[src/rtl/spi_tx_serial_pkg.sv]
// Shared types and constants for the SPI slave telemetry transmitter.
package spi_tx_serial_pkg;

    localparam int unsigned WORD_W_DEF = 33;
    localparam int unsigned CNT_W      = 6;

    typedef enum logic [1:0] {
        ST_IDLE  = 2'd0,
        ST_SHIFT = 2'd1,
        ST_TAIL  = 2'd2
    } state_t;

endpackage

[src/rtl/spi_edge_sync.sv]
// Multi-flop synchronizer with a delay flop giving single-cycle rise/fall strobes.
module spi_edge_sync #(
    parameter int unsigned SYNC_STAGES = 2,
    parameter logic        RST_VAL     = 1'b0
) (
    input  logic clk,
    input  logic rst,
    input  logic din,
    output logic rise_c,
    output logic fall_c
);

    logic [SYNC_STAGES-1:0] sync_q;
    logic                   dly_q;

    // Reset to the line's idle level so leaving reset never fakes an edge.
    always_ff @(posedge clk) begin
        if (rst) begin
            sync_q <= {SYNC_STAGES{RST_VAL}};
            dly_q  <= RST_VAL;
        end else begin
            sync_q <= {sync_q[SYNC_STAGES-2:0], din};
            dly_q  <= sync_q[SYNC_STAGES-1];
        end
    end

    assign rise_c = sync_q[SYNC_STAGES-1] & ~dly_q;
    assign fall_c = ~sync_q[SYNC_STAGES-1] & dly_q;

endmodule

[src/rtl/spi_tx_serial.sv]
// SPI mode-0 slave transmitter returning one telemetry word per chip-select frame.
// Optional macro SPI_TX_PARITY_EN appends an even-parity bit after the word LSB.
module spi_tx_serial
    import spi_tx_serial_pkg::*;
#(
    parameter int unsigned WORD_W      = WORD_W_DEF,
    parameter int unsigned SYNC_STAGES = 2
) (
    input  logic              clk,
    input  logic              rst,
    input  logic              spi_clk,
    input  logic              spi_cs,
    input  logic [WORD_W-1:0] tx_data,
    input  logic              tx_valid,
    output logic              tx_ready,
    output logic              spi_miso,
    output logic              frame_done,
    output logic              frame_abort,
    output logic              stale
);

`ifdef SPI_TX_PARITY_EN
    localparam int unsigned FRAME_BITS = WORD_W + 1;
`else
    localparam int unsigned FRAME_BITS = WORD_W;
`endif
    localparam logic [CNT_W-1:0] FRAME_CNT = CNT_W'(FRAME_BITS);

    logic sck_rise_c, sck_fall_c, cs_rise_c, cs_fall_c;

    spi_edge_sync #(.SYNC_STAGES(SYNC_STAGES), .RST_VAL(1'b0)) u_sck_sync (
        .clk    (clk),
        .rst    (rst),
        .din    (spi_clk),
        .rise_c (sck_rise_c),
        .fall_c (sck_fall_c)
    );

    spi_edge_sync #(.SYNC_STAGES(SYNC_STAGES), .RST_VAL(1'b1)) u_cs_sync (
        .clk    (clk),
        .rst    (rst),
        .din    (spi_cs),
        .rise_c (cs_rise_c),
        .fall_c (cs_fall_c)
    );

    state_t            state_q, state_n;
    logic [CNT_W-1:0]  cnt_q, cnt_n;
    logic [WORD_W-1:0] sh_q, sh_n;
    logic [WORD_W-1:0] cur_q, cur_n;
    logic [WORD_W-1:0] hold_q, hold_n;
    logic [WORD_W-1:0] last_q, last_n;
    logic              hold_full_q, hold_full_n;
    logic              miso_q, miso_n;
    logic              ready_q, ready_n;
    logic              done_q, done_n;
    logic              abort_q, abort_n;
    logic              stale_q, stale_n;
    logic [WORD_W-1:0] load_word;

    always_ff @(posedge clk) begin
        if (rst) begin
            state_q     <= ST_IDLE;
            cnt_q       <= '0;
            sh_q        <= '0;
            cur_q       <= '0;
            hold_q      <= '0;
            last_q      <= '0;
            hold_full_q <= 1'b0;
            miso_q      <= 1'b0;
            ready_q     <= 1'b1;
            done_q      <= 1'b0;
            abort_q     <= 1'b0;
            stale_q     <= 1'b0;
        end else begin
            state_q     <= state_n;
            cnt_q       <= cnt_n;
            sh_q        <= sh_n;
            cur_q       <= cur_n;
            hold_q      <= hold_n;
            last_q      <= last_n;
            hold_full_q <= hold_full_n;
            miso_q      <= miso_n;
            ready_q     <= ready_n;
            done_q      <= done_n;
            abort_q     <= abort_n;
            stale_q     <= stale_n;
        end
    end

    always_comb begin
        state_n     = state_q;
        cnt_n       = cnt_q;
        sh_n        = sh_q;
        cur_n       = cur_q;
        hold_n      = hold_q;
        last_n      = last_q;
        hold_full_n = hold_full_q;
        miso_n      = miso_q;
        done_n      = 1'b0;
        abort_n     = 1'b0;
        stale_n     = 1'b0;
        load_word   = '0;

        case (state_q)
            ST_IDLE: begin
                miso_n = 1'b0;
                if (cs_fall_c) begin
                    // No fresh word: repeat the last completed word and flag it.
                    if (hold_full_q) begin
                        load_word   = hold_q;
                        hold_full_n = 1'b0;
                    end else begin
                        load_word = last_q;
                        stale_n   = 1'b1;
                    end
                    sh_n    = load_word;
                    cur_n   = load_word;
                    miso_n  = load_word[WORD_W-1];
                    cnt_n   = '0;
                    state_n = ST_SHIFT;
                end
            end
            ST_SHIFT: begin
                if (cs_rise_c) begin
                    abort_n = 1'b1;
                    miso_n  = 1'b0;
                    state_n = ST_IDLE;
                end else if (sck_rise_c) begin
                    cnt_n = cnt_q + CNT_W'(1);
                    if (cnt_n == FRAME_CNT) begin
                        last_n  = cur_q;
                        miso_n  = 1'b0;
                        state_n = ST_TAIL;
                    end
                end else if (sck_fall_c && (cnt_q < FRAME_CNT)) begin
`ifdef SPI_TX_PARITY_EN
                    if (cnt_q == CNT_W'(WORD_W)) begin
                        miso_n = ^cur_q;
                    end else begin
                        sh_n   = {sh_q[WORD_W-2:0], 1'b0};
                        miso_n = sh_q[WORD_W-2];
                    end
`else
                    sh_n   = {sh_q[WORD_W-2:0], 1'b0};
                    miso_n = sh_q[WORD_W-2];
`endif
                end
            end
            ST_TAIL: begin
                miso_n = 1'b0;
                if (cs_rise_c) begin
                    done_n  = 1'b1;
                    state_n = ST_IDLE;
                end
            end
            default: begin
                miso_n  = 1'b0;
                state_n = ST_IDLE;
            end
        endcase

        // Acceptance sees the pre-load flag, so a same-cycle push is held for the next frame.
        if (tx_valid && !hold_full_q) begin
            hold_n      = tx_data;
            hold_full_n = 1'b1;
        end
    end

    assign ready_n     = ~hold_full_n;
    assign tx_ready    = ready_q;
    assign spi_miso    = miso_q;
    assign frame_done  = done_q;
    assign frame_abort = abort_q;
    assign stale       = stale_q;

endmodule

[config.mk]
export PLATFORM = sky130hd
export DESIGN_NAME = spi_tx_serial
export DESIGN_NICKNAME = d
export VERILOG_FILES = /design/src/rtl/spi_tx_serial_pkg.sv /design/src/rtl/spi_edge_sync.sv /design/src/rtl/spi_tx_serial.sv
export SDC_FILE = /design/constraint.sdc
export NUM_CORES = 1
export LEC_CHECK = 0
export CAP_MARGIN = 10
export CORE_ASPECT_RATIO = 0.5
export CORE_MARGIN = 2
export CORE_UTILIZATION = 35
export CTS_BUF_LIST = sky130_fd_sc_hd__clkbuf_8
export CTS_CLUSTER_SIZE = 40
export DETAILED_ROUTE_END_ITERATION = 10
export GPL_ROUTABILITY_DRIVEN = 0
export GPL_TIMING_DRIVEN = 0
export PLACE_DENSITY_LB_ADDON = 0.05
export SYNTH_ARGS = -nofsm -noshare
export SYNTH_HDL_FRONTEND = slang
export SYNTH_SLANG_ARGS = --single-unit
[constraint.sdc]
create_clock -name clk -period 3.4 [get_ports clk]
set_input_delay 0.68 -clock clk [delete_from_list [all_inputs] [get_ports clk]]
set_output_delay 0.68 -clock clk [all_outputs]
set_load 0.05 [all_outputs]
; Word-level counts from Yosys, hierarchy flattened
; Index checks and enable logic that the tools add are counted.
[totals]
ff_bits = 151
word_cells = 86
[op_classes]
add_sub_neg = 1
magnitude_cmp = 1
eq_ne = 13
muxes = 27
bitwise_logic = 14
reduce_logical = 14
[ops]
columns = cell, count
row1 = $mux 32, 4
row2 = $pmux 32 s2, 1
row3 = $mux 33, 1
row4 = $mux 6, 3
row5 = $ne 2x2->1 const B, 6
row6 = $pmux 6 s2, 1
row7 = $reduce_and 4->1, 3
row8 = $mux 1, 10
row9 = $mux 2, 5
row10 = $not 1->1, 10
row11 = $ne 4x4->1 const B, 2
row12 = $add 6x1->6 const B, 1
row13 = $eq 6x6->1 const B, 1
row14 = $lt 6x6->1 const B, 1
row15 = $ne 3x3->1 const B, 2
row16 = $pmux 2 s3, 1
row17 = $reduce_and 5->1, 1
row18 = $and 1x1->1, 4
row19 = $reduce_and 2->1, 2
row20 = $reduce_or 2->1, 2
row21 = $reduce_or 3->1, 1
row22 = $eq 2x1->1 const B, 1
row23 = $eq 2x2->1 const B, 1
row24 = $logic_and 1x1->1, 2
row25 = 4 further kinds, 4

; Longest topological paths before layout
; Gate-level depths: netlist of the first run.
[logic_depth]
ltp_word = 7
mapped_depth = 8
depth_no_buf = 7

; Modules after synthesis
; A second synthesis of the first run with hierarchy kept.
[hier_totals]
hier_cells = 677
hier_area_um2 = 5972.0
[modules_own_cells]
columns = module, instances, cells_per_inst, area_each_um2, seq_area_each_um2
row1 = spi_tx_serial, 1, 661, 5788.1, 2902.8
row2 = spi_edge_sync at u_cs_sync, 1, 8, 92.6, 60.1
row3 = spi_edge_sync at u_sck_sync, 1, 8, 91.3, 60.1

; Least setup slack after synthesis of the first run
; No wires, ideal clock.
[synth_timing]
path_type = register -> register
from = register cnt_q[0]
to = register sh_q[11]
setup_ns = 0.070
arrival_time_ns = 1.584
setup_slack_ns = 1.746
stages_incl_launch_ff = 9
path_buffers = 1
period_less_slack_ns = 1.654
cell_sequence = dfxtp_1 inv_1 ha_1 nor4b_2 o21ai_1 a21o_1 clkbuf_1 nand2_1 a21oi_1
[synth_between]
elab_chain_cells = 4
[synth_lines]
columns = item, line_no
row1 = from (decl), spi_tx_serial.sv:48  ; logic [CNT_W-1:0] cnt_q, cnt_n;
row2 = from (signal assigned), spi_tx_serial.sv:77  ; cnt_q <= cnt_n;
row3 = $lt 6x6->1, spi_tx_serial.sv:136  ; end else if (sck_fall_c && (cnt_q < FRAME_CNT)) begin
row4 = $logic_and 1x1->1, spi_tx_serial.sv:136
row5 = $ne 2x2->1 (no source line), -
row6 = $reduce_and 5->1 (no source line), -
row7 = to (signal assigned), spi_tx_serial.sv:78  ; sh_q <= sh_n;
row8 = to (decl), spi_tx_serial.sv:49  ; logic [WORD_W-1:0] sh_q, sh_n;
; No other way between the ends.
; A chain may end at the register's enable or synchronous reset.

; Worst setup path in the final report of the first run
[layout_timing]
from = register miso_q (netlist: spi_miso)
to = output spi_miso
[layout_lines]
columns = item, line_no
row1 = from (decl), spi_tx_serial.sv:54  ; logic miso_q, miso_n;
row2 = from (signal assigned), spi_tx_serial.sv:83  ; miso_q <= miso_n;
row3 = to (decl), spi_tx_serial.sv:16  ; output logic spi_miso,
; No word-level cell between the ends.

==> results by group, run 1 <==
Status
  • Run status: completed

Timing
  • Period minus WS final: 2.28 ns
  • Max Freq: 439 MHz
  • Slew @ Worst Pin: 0.744 ns
  • Setup clock skew after layout: between 0.015 and 0.02 ns
  • Count of pins over their slew limit: 0
  • Final Setup Violations: 0
  • Fraction of the cycle the final worst path needs: 0.670
  • Setup TNS: 0 ns
  • Worst rel slew slack: 0.504
  • Unrepaired setup endpoints after global routing: false
  • Final setup margin: 1.12 ns
  • Hold Fails Final Rpt: 0

Logic synthesis
  • Primary flip-flop cell chosen by synthesis mapping: sky130_fd_sc_hd__dfxtp_1
  • Most used standard cell by instance count after synthesis: sky130_fd_sc_hd__dfxtp_1
  • Cell accounting for the most synthesized area: sky130_fd_sc_hd__dfxtp_1
  • Async set-reset flop share out of synthesis: 0
  • Sequential fraction of the synthesis area: 0.474
  • Synthesized flop and latch total: 151
  • Syn Std Cell Area: roughly 6400 sq um
  • Number of instances in the synthesized netlist: 732
  • Share of the synthesized area in the top cell type: 0.474
  • Most common library cells after synthesis: sky130_fd_sc_hd__dfxtp_1, sky130_fd_sc_hd__nand2_1, sky130_fd_sc_hd__a21oi_1
  • Main area contributors after synthesis: sky130_fd_sc_hd__dfxtp_1, sky130_fd_sc_hd__a21oi_1, sky130_fd_sc_hd__nand2_1
  • Total nets after synthesis: 772
  • Per-instance average area after synthesis: 8.71 sq um
  • EDFF count, synth: 0
  • Number of unique standard cell types used by synthesis: between 40 and 50
  • Count of synthesis-stage warnings from yosys: 0

Global routing
  • Global-route wire length before repair: 29500 um
  • Grt ovf: 0
  • Pin count of the biggest net entering global routing: 17
  • Tot GR Track Use: 0.195
  • Via count of the first global-routing pass: ~5300
  • Antenna violations before repair: 0

Setup path
  • Worst endpoint data arrival time: 1.60 ns
  • Critical-path cell with the highest stage delay: sky130_fd_sc_hd__clkdlybuf4s50_1
  • CP Cell Sequence: clkdlybuf4s50_1
  • Crit path capture type: output port
  • CP peak stage delay: ~0.8 ns
  • CP max FO: 2
  • Category of the most critical setup path: reg -> out
  • Crit path max-delay family: buffers and inverters
  • Kind of start point of the critical path: flop
  • Worst path required time: 2.72 ns
  • Buffers plus inverters on the worst setup path: 1
  • Setup slack of the worst register-to-register path: 1.30 ns

Hold path
  • Class of the worst hold path: reg -> reg

Finish
  • Filler cell count in the final layout: between 1500 and 2000
  • Post-layout nets: roughly 830
  • Area growth, synth to finish: 18.3%
  • Share of post-route cells with drive strength above 1: 0.0958
  • Antenna fix cells: 0
  • End-of-flow core utilization: 0.428

Clock network
  • Maximum number of buffers from clock root to sink: 2
  • CTS resizes: 0
  • Later-pin clock latency in the skew report: ~0.46 ns
  • Clock buffer count from CTS: 17
  • Maximum level of the CTS H-tree: 4
  • Clock sink count: about 150
  • Hold buffer count at cts: 0
  • Reg clk slew, reported paths: around 0.090 ns
  • Setup Fix Bufs, Post-CTS: 0
  • Buffer cell driving the clock tree root: sky130_fd_sc_hd__clkbuf_8
  • CTS tree: done

Routing
  • DRC viols: 0
  • Initial DRC Count: between 200 and 300
  • Pre-antenna DRT Iters: 5
  • Routed length per instance: 17.3 um
  • Vias: 5430
  • Per-cell via count in the routed design: 5.23
  • Detailed-route wire length: ~18000 um
  • Final ANT Viol Nets: 0

Power
  • Part of the power in registers: 0.487
  • Leakage component of the power: between 2 and 3 nW
  • Reported net switching power: between 0.9 and 1 mW
  • Total power draw: 3.80 mW
  • Power density relative to cell area: between 500 and 600 nW/um^2
  • VDD IR-drop max: 242 uV
  • Cell internal power dissipation: 2.86 mW
  • Share of power burned in combinational logic: 0.090
  • Clock Power Share: 0.423
  • Share of total power consumed by net switching: 0.248

Die
  • Die span in y: 99.4 um
  • Initial Utilization: 0.362
  • Die span in x: 195 um
  • Row count: 34
  • Number of ports placed on the die boundary: 43
  • Die ar.: ~19000 sq um
  • Core outline area: roughly 18000 sq um

Run
  • # Max-Cap Violations: 0

Placement
  • Number of I/O port buffers: roughly 40
  • Post-detail-place hpwl: 12800 um
  • Post-Place Setup Slack: 0.805 ns
metrics by stage:
stage          instance area, sq um  hold WS (ns)  cells
4_1_cts                        7540         0.400   1038
3_3_place_gp                   7080         0.391   1007
3_5_place_dp                   7080         0.393   1007
5_1_grt                        7540         0.432   1038
6_report                       7540         0.401   1038
2_1_floorplan                  6380         0.389    732
state kept, by name, summed over array words and instances (netlist names):
signal,cells
frame_done,1
state_q,2
hold_full_q,1
u_cs_sync.sync_q,2
tx_ready,1
stale,1
cur_q,33
frame_abort,1
last_q,33
u_cs_sync.dly_q,1
sh_q,32
u_sck_sync.dly_q,1
cnt_q,6
u_sck_sync.sync_q,2
hold_q,33
spi_miso,1
logic make-up (layout without fill, tap and decap cells):
logic type	after synthesis	after routing	share of synthesized area
AND/OR/NAND/NOR	242	242	0.174
XOR/XNOR	1	1	0.00137
AO/OA/AOI/OAI	221	221	0.220
buffers and inverters	79	151	0.0650
flip-flops	151	151	0.474
adder cells (fa/ha/maj)	2	2	0.00392
multiplexers	36	36	0.0614
worst paths after layout:
path                                           from                  end  cells past startpoint
worst max-delay path                       spi_miso             spi_miso                      1
worst min-delay path            u_cs_sync.sync_q[0]  u_cs_sync.sync_q[1]                      1
worst max register to register             cnt_q[0]             sh_q[22]                      8
worst min register to register  u_cs_sync.sync_q[0]  u_cs_sync.sync_q[1]                      1
power groups by stage:
| stage | sequential, mW | clock [mW] | combinational [mW] |
|---|---|---|---|
| after CTS | 1.85 | 1.65 | 0.344 |
| after global placement | 1.89 | 0 | 0.339 |
| after floorplan | 1.89 | 0 | 0.208 |
| final | 1.85 | 1.61 | 0.341 |
| after detailed placement | 1.90 | 0 | 0.342 |
| after global routing | 1.86 | 1.73 | 0.380 |
metal layers:
metal	vias up	GRT usage	wire length (um)	share of wire
met2	84	0.303	7600	0.42
met4	0	0.0493	109	0.0061
met3	10	0.0390	646	0.036
li1	2726	-	-	-
met1	2610	0.279	9620	0.54
met5	-	0	0	0
cell usage in the layout (no fill, tap or decap), drive strengths merged, types with 2 or more instances in the layout:
cell type	netlist	layout
a211oi	34	34
a21o	2	2
a21oi	107	107
and3	4	4
buf	39	39
bufinv	0	5
clkbuf	35	54
clkdlybuf4s50	0	41
clkinv	0	2
clkinvlp	0	4
dfxtp	151	151
ha	2	2
inv	5	6
mux2	2	2
mux2i	34	34
nand2	132	132
nand2b	5	5
nand3	3	3
nand3b	2	2
nand4	35	35
nor2	41	41
nor2b	7	7
nor3	3	3
nor4b	2	2
o211ai	31	31
o21ai	6	6
o21bai	2	2
o221ai	2	2
o31ai	33	33
or2	3	3
layout make-up:
cell class | instances | area, sq um | area share
flip-flops and latches | 151 | 3020 | 0.401
multi-input cells | 502 | 2940 | 0.390
repair buffers | 41 | 410 | 0.0544
plain buffers | 74 | 395 | 0.0524
well taps | 234 | 293 | 0.0388
clock buffers | 19 | 262 | 0.0347
clock inverters | 12 | 201 | 0.0267
inverters | 5 | 18.8 | 0.00249
No activity file was read; power rests on OpenSTA's default activity.
==> run 2, diff against run 1 <==
- clock period: 3.4 -> 2.1 ns (I/O delays scaled with it)
==> run 2 against run 1 <==
  * Utilization up 0.24 points
  * Worst hold slack got worse by 0.0027 ns
  * Critical endpoint unchanged
  * Combinational power grew 64%
  * Critical path depth unchanged
  * Total power is 62% higher
  * Via count rose by 0.59%
==> results by group, run 2 (same netlist as run 1, synthesis figures left out) <==
Power
  • Cell internal power dissipation: 4.64 mW (+62%)
  • Total power draw: 6.17 mW (+62%)
  • Clock Power Share: 0.423 (about the same)
  • Leakage component of the power: 2.70 nW (+2.0%)
  • Reported net switching power: 1.53 mW (+63%)
  • Part of the power in registers: 0.487 (about the same)
  • Power density relative to cell area: 813 nW/um^2 (+61%)
  • VDD IR-drop max: 392 uV (+62%)
  • Share of total power consumed by net switching: 0.248 (+0.000527)
  • Share of power burned in combinational logic: 0.091 (about the same)

Clock network
  • Buffer cell driving the clock tree root: sky130_fd_sc_hd__clkbuf_8
  • Later-pin clock latency in the skew report: 0.46 ns (about the same)
  • Clock buffer count from CTS: 17 (unchanged)
  • Clock sink count: 151 (unchanged)
  • Reg clk slew, reported paths: 0.09 ns (about the same)
  • Maximum level of the CTS H-tree: 4 (unchanged)
  • Maximum number of buffers from clock root to sink: 2 (unchanged)
  • CTS tree: done

Setup path
  • Worst endpoint data arrival time: 1.60 ns (about the same)
  • Worst path required time: 1.68 ns (-1.04 ns)
  • Crit path capture type: output port
  • Buffers plus inverters on the worst setup path: 1 (unchanged)
  • Crit path max-delay family: buffers and inverters
  • CP peak stage delay: 0.80 ns (about the same)
  • Critical-path cell with the highest stage delay: sky130_fd_sc_hd__clkdlybuf4s50_1
  • CP max FO: 2 (unchanged)
  • CP Cell Sequence: clkdlybuf4s50_1
  • Category of the most critical setup path: reg -> out
  • Kind of start point of the critical path: flop

Die
  • Number of ports placed on the die boundary: 43 (unchanged)
  • Core outline area: 17600 sq um (unchanged)
  • Die ar.: 19400 sq um (unchanged)
  • Die span in y: 99.4 um (unchanged)
  • Initial Utilization: 0.362 (unchanged)
  • Row count: 34 (unchanged)
  • Die span in x: 195 um (unchanged)

Routing
  • Vias: 5462 (+0.59%)
  • Detailed-route wire length: 18000 um (+0.38%)
  • Per-cell via count in the routed design: 5.26 (+0.49%)
  • Initial DRC Count: 285 (+1.8%)
  • Final ANT Viol Nets: 0 (unchanged)
  • Highest routed metal layer: met4
  • Pre-antenna DRT Iters: 4 (-1)
  • Routed wire length on met3: 547 um (-15%)
  • Total met2 wirelength after detailed routing: 7640 um (+0.47%)
  • Routed length per instance: 17.4 um (+0.28%)
  • DRC viols: 0 (unchanged)
  • Total routed wire length on the met1 layer: 9770 um (+1.6%)

Finish
  • Filler cell count in the final layout: 1786 (-0.17%)
  • Share of post-route cells with drive strength above 1: 0.112 (+0.0160)
  • Area taken by flip-flops and latches: 3020 sq um (unchanged)
  • Top library cells by usage in the layout, fill and taps aside: sky130_fd_sc_hd__dfxtp_1, sky130_fd_sc_hd__nand2_1, sky130_fd_sc_hd__a21oi_1, sky130_fd_sc_hd__nor2_1, sky130_fd_sc_hd__clkdlybuf4s50_1
  • Most common cell after layout, fill and taps aside: sky130_fd_sc_hd__dfxtp_1
  • Leading registers by flop count: cur_q: 33 flops, hold_q: 33 flops, last_q: 33 flops
  • Post-layout nets: 833 (+0.12%)
  • End-of-flow core utilization: 0.431 (+0.00242)
  • Total area of multi-input combinational cells: 2960 sq um (+0.68%)
  • Area growth, synth to finish: 19.0%
  • Antenna fix cells: 0 (unchanged)

Placement
  • Post-detail-place hpwl: 12800 um (unchanged)
  • Number of I/O port buffers: 41 (unchanged)
  • Post-Place Setup Slack: -0.235 ns (-1.04 ns)

Hold path
  • Class of the worst hold path: reg -> reg

Timing
  • Final setup margin: 0.0789 ns (-1.04 ns)
  • Worst rel slew slack: 0.485 (-0.0190)
  • Period minus WS final: 2.02 ns
  • Hold Fails Final Rpt: 0 (unchanged)
  • Final Setup Violations: 0 (unchanged)
  • Worst hold margin: 0.398 ns (-0.00273 ns)
  • Setup clock skew after layout: 0.0152 ns (-0.00102 ns)
  • Slew @ Worst Pin: 0.773 ns (+0.0286 ns)
  • Fraction of the cycle the final worst path needs: 0.962
  • Count of pins over their slew limit: 0 (unchanged)
  • Unrepaired setup endpoints after global routing: false
  • Max Freq: 495 MHz

Status
  • Run status: completed

Global routing
  • Grt ovf: 0 (unchanged)
  • Antenna violations before repair: 0 (unchanged)
  • Pin count of the biggest net entering global routing: 17 (unchanged)
  • Global-route wire length before repair: 29500 um (unchanged)
  • Tot GR Track Use: 0.195 (unchanged)
  • Via count of the first global-routing pass: 5274 (unchanged)

Run
  • # Max-Cap Violations: 0 (unchanged)
-- run 2: layout make-up --
| class | instances | area share |
|---|---|---|
| clock buffers | 19 | 0.0345 |
| repair buffers | 42 | 0.0551 |
| plain buffers | 74 | 0.0541 |
| multi-input cells | 502 | 0.390 |
| well taps | 234 | 0.0386 |
| inverters | 5 | 0.00247 |
| clock inverters | 12 | 0.0266 |
| flip-flops and latches | 151 | 0.399 |
-- run 2: routing by layer --
metal	global-route usage	vias up
li1	-	2738
met1	0.279	2646
met2	0.303	70
met3	0.0390	8
met4	0.0493	0
met5	0	-
-- run 2: worst reg2reg max path, delay by kind of cell, from the launching register on --
kind                     cells  cell delay, ns
AO/OA/AOI/OAI                4            0.59
flip-flops                   1            0.32
buffers and inverters        3            0.40
AND/OR/NAND/NOR              1            0.30
adder cells (fa/ha/maj)      1            0.25
-- run 2: power groups by stage --
| stage | clock network, mW | registers (mW) | logic, mW |
|---|---|---|---|
| after floorplan | 0 | 3.07 | 0.337 |
| after global placement | 0 | 3.07 | 0.549 |
| after detailed placement | 0 | 3.07 | 0.554 |
| after CTS | 2.67 | 3.00 | 0.557 |
| after global routing | 2.81 | 3.01 | 0.621 |
| final | 2.61 | 3.00 | 0.559 |
-- run 2: worst paths after layout --
path / from / end / slack (ns) / cells after the start
worst max-delay path: spi_miso / spi_miso / 0.08 / 1
worst min-delay path: u_cs_sync.sync_q[0] / u_cs_sync.sync_q[1] / 0.40 / 1
worst max register to register: cnt_q[0] / sh_q[13] / 0.16 / 9
worst min register to register: u_cs_sync.sync_q[0] / u_cs_sync.sync_q[1] / 0.40 / 1
-- run 2: stage by stage --
stage               area [sq um]  instances  TNS [ns]
global placement            7080       1007     -2.36
floorplan                   6380        732         0
global route                7580       1039         0
finish                      7580       1039         0
CTS                         7540       1038         0
detailed placement          7080       1007     -3.19
-- run 2: repair_timing --
item / in CTS / in global routing
gates resized for setup: 0 / 22
setup buffers: 0 / 1
hold buffers: 0 / 0
setup endpoints to repair: 0 / 76
==> run 3, diff against run 2 <==
- CORE_MARGIN: 2 -> not set
==> run 3 against run 2 <==
  * The run now ends with design-rule violations left
  * Count of clock-buffer cells in the layout decreased by 1
  * Maximum frequency is 1.6% higher
  * Non-clock buffer count fell by 1
  * Critical path type unchanged
==> results by group, run 3 (same netlist as run 1, synthesis figures left out) <==
Global routing
  • Tot GR Track Use: 0.201 (+0.00536)
  • Pin count of the biggest net entering global routing: 17 (unchanged)
  • Antenna violations before repair: 0 (unchanged)
  • Via count of the first global-routing pass: 5299 (+0.47%)
  • Global-route wire length before repair: 29000 um (-1.8%)
  • Grt ovf: 0 (unchanged)

Hold path
  • Hold Crit Endpoint: u_cs_sync.sync_q[1]
  • Min-Delay Startpoint: u_cs_sync.sync_q[0]
  • Class of the worst hold path: reg -> reg
  • Depth of the worst hold-timing path: 1 (unchanged)

Finish
  • Most common cell after layout, fill and taps aside: sky130_fd_sc_hd__dfxtp_1
  • End-of-flow core utilization: 0.426 (-0.00448)
  • Share of post-route cells with drive strength above 1: 0.114 (+0.00248)
  • Post-route cell area: 7510 sq um (-1.0%)
  • Antenna fix cells: 0 (unchanged)
  • Non-filler cells in the finished layout: 1039 (unchanged)
  • Leading registers by flop count: cur_q: 33 flops, hold_q: 33 flops, last_q: 33 flops
  • Post-layout nets: 832 (-0.12%)
  • Area growth, synth to finish: 17.7%
  • Top library cells by usage in the layout, fill and taps aside: sky130_fd_sc_hd__dfxtp_1, sky130_fd_sc_hd__nand2_1, sky130_fd_sc_hd__a21oi_1, sky130_fd_sc_hd__nor2_1, sky130_fd_sc_hd__clkdlybuf4s50_1
  • Filler cell count in the final layout: 1844 (+3.2%)

Routing
  • Pre-antenna DRT Iters: 7 (+3)
  • Routed length per instance: 16.9 um (-2.4%)
  • Vias: 5357 (-1.9%)
  • Initial DRC Count: 304 (+6.7%)
  • DRC viols: 1 (+1)
  • Detailed-route wire length: 17600 um (-2.4%)
  • Per-cell via count in the routed design: 5.16 (-1.9%)
  • Final ANT Viol Nets: 0 (unchanged)

Setup path
  • Endpoint of the worst register-to-register path: last_q[19]
  • Worst r2r src: cnt_q[0]
  • Kind of start point of the critical path: flop
  • Critical-path cell with the highest stage delay: sky130_fd_sc_hd__clkdlybuf4s50_1
  • Worst path required time: 1.68 ns (about the same)
  • Worst endpoint data arrival time: 1.57 ns (-0.03 ns)
  • CP peak stage delay: 0.80 ns (about the same)
  • CP Cell Sequence: clkdlybuf4s50_1
  • Number of cells on the worst reg-to-reg path: 6 (-3)
  • Crit path max-delay family: buffers and inverters
  • Category of the most critical setup path: reg -> out
  • Crit path capture type: output port
  • Setup slack of the worst register-to-register path: 0.14 ns (-0.02 ns)
  • CP max FO: 2 (unchanged)
  • Buffers plus inverters on the worst setup path: 1 (unchanged)

Clock network
  • Clock buffer count from CTS: 17 (unchanged)
  • CTS tree: done
  • Reg clk slew, reported paths: 0.08 ns (about the same)
  • Maximum number of buffers from clock root to sink: 2 (unchanged)
  • Maximum level of the CTS H-tree: 4 (unchanged)
  • Later-pin clock latency in the skew report: 0.44 ns (-0.02 ns)
  • Setup Fix Bufs, Post-CTS: 0 (unchanged)
  • Buffer cell driving the clock tree root: sky130_fd_sc_hd__clkbuf_8
  • Clock sink count: 151 (unchanged)

Timing
  • Period minus WS final: 1.99 ns (-0.0323 ns)
  • Final Setup Violations: 0 (unchanged)
  • Slew @ Worst Pin: 0.727 ns (-0.0458 ns)
  • Final setup margin: 0.111 ns (+0.0323 ns)
  • Fraction of the cycle the final worst path needs: 0.947 (-0.0154)
  • Unrepaired setup endpoints after global routing: false
  • Count of pins over their slew limit: 0 (unchanged)
  • Max Freq: 503 MHz (+1.6%)
  • Setup clock skew after layout: 0.0138 ns (-0.00138 ns)
  • Hold Fails Final Rpt: 0 (unchanged)
  • Worst rel slew slack: 0.516 (+0.0305)
  • Setup TNS: 0 ns (unchanged)
  • Worst hold margin: 0.415 ns (+0.0171 ns)

Die
  • Core outline area: 17600 sq um (unchanged)
  • Die span in y: 97.4 um (-2.0%)
  • Die ar.: 18800 sq um (-3.0%)
  • Row count: 34 (unchanged)
  • Number of ports placed on the die boundary: 43 (unchanged)
  • Die span in x: 193 um (-1.0%)
  • Initial Utilization: 0.362 (unchanged)

Placement
  • Post-detail-place hpwl: 12700 um (-0.49%)
  • Post-Place Setup Slack: -0.160 ns (+0.0750 ns)
  • Placed cell areas: 7080 sq um (unchanged)
  • Number of I/O port buffers: 41 (unchanged)
  • Placed Cells: 1007 (unchanged)

Power
  • Power density relative to cell area: 773 nW/um^2 (-5.0%)
  • Total power draw: 5.80 mW (-6.0%)
  • VDD IR-drop max: 362 uV (-7.5%)
  • Leakage component of the power: 2.66 nW (-1.7%)

Run
  • # Max-Cap Violations: 0 (unchanged)

Status
  • Failing checks: design-rule violations
  • Run status: finished with violations
==> run 3: worst max-delay path by stage <==
stage               startpoint    endpoint  slack (ns)  cells past startpoint
floorplan             cnt_q[0]    sh_q[11]        0.45                      8
global placement      tx_valid  hold_q[11]       -0.13                      6
detailed placement    tx_valid  hold_q[19]       -0.16                      6
CTS                   cnt_q[0]    sh_q[16]       0.007                      8
global route          cnt_q[1]  last_q[30]        0.02                      6
finish                spi_miso    spi_miso        0.11                      1
==> run 3: final cells by class <==
type	count	area [sq um]	share of cell area
multi-input cells	502	2950	0.393
inverters	5	18.8	0.00250
well taps	234	293	0.0390
flip-flops and latches	151	3020	0.403
plain buffers	74	413	0.0550
clock buffers	18	248	0.0330
clock inverters	14	150	0.0200
repair buffers	41	410	0.0547
==> run 3: where the power goes <==
| part | internal, mW | switching (mW) | total [mW] | leakage (nW) |
|---|---|---|---|---|
| Sequential | 2.96 | 0.0480 | 3.00 | 1.23 |
| Clock | 1.10 | 1.15 | 2.25 | 0.196 |
| Combinational | 0.211 | 0.341 | 0.553 | 1.23 |
==> run 3: worst reg2reg max path, delay by kind of cell, from the launching register on <==
kind,cells,cell delay (ns)
flops,1,0.33
simple gates,1,0.26
buf+inv,1,0.37
compound gates,3,0.69
fa+ha+maj,1,0.25
==> run 3: layer usage <==
metal,track usage,share of wire,vias up
met5,0,0,-
met4,0.0581,0.0058,0
met3,0.0372,0.027,9
met2,0.293,0.42,59
met1,0.297,0.55,2553
li1,-,-,2736
==> run 3: repair_timing <==
item	CTS	global route
endpoints found under the setup margin	0	68
gates resized for setup	0	25
hold buffers	0	0
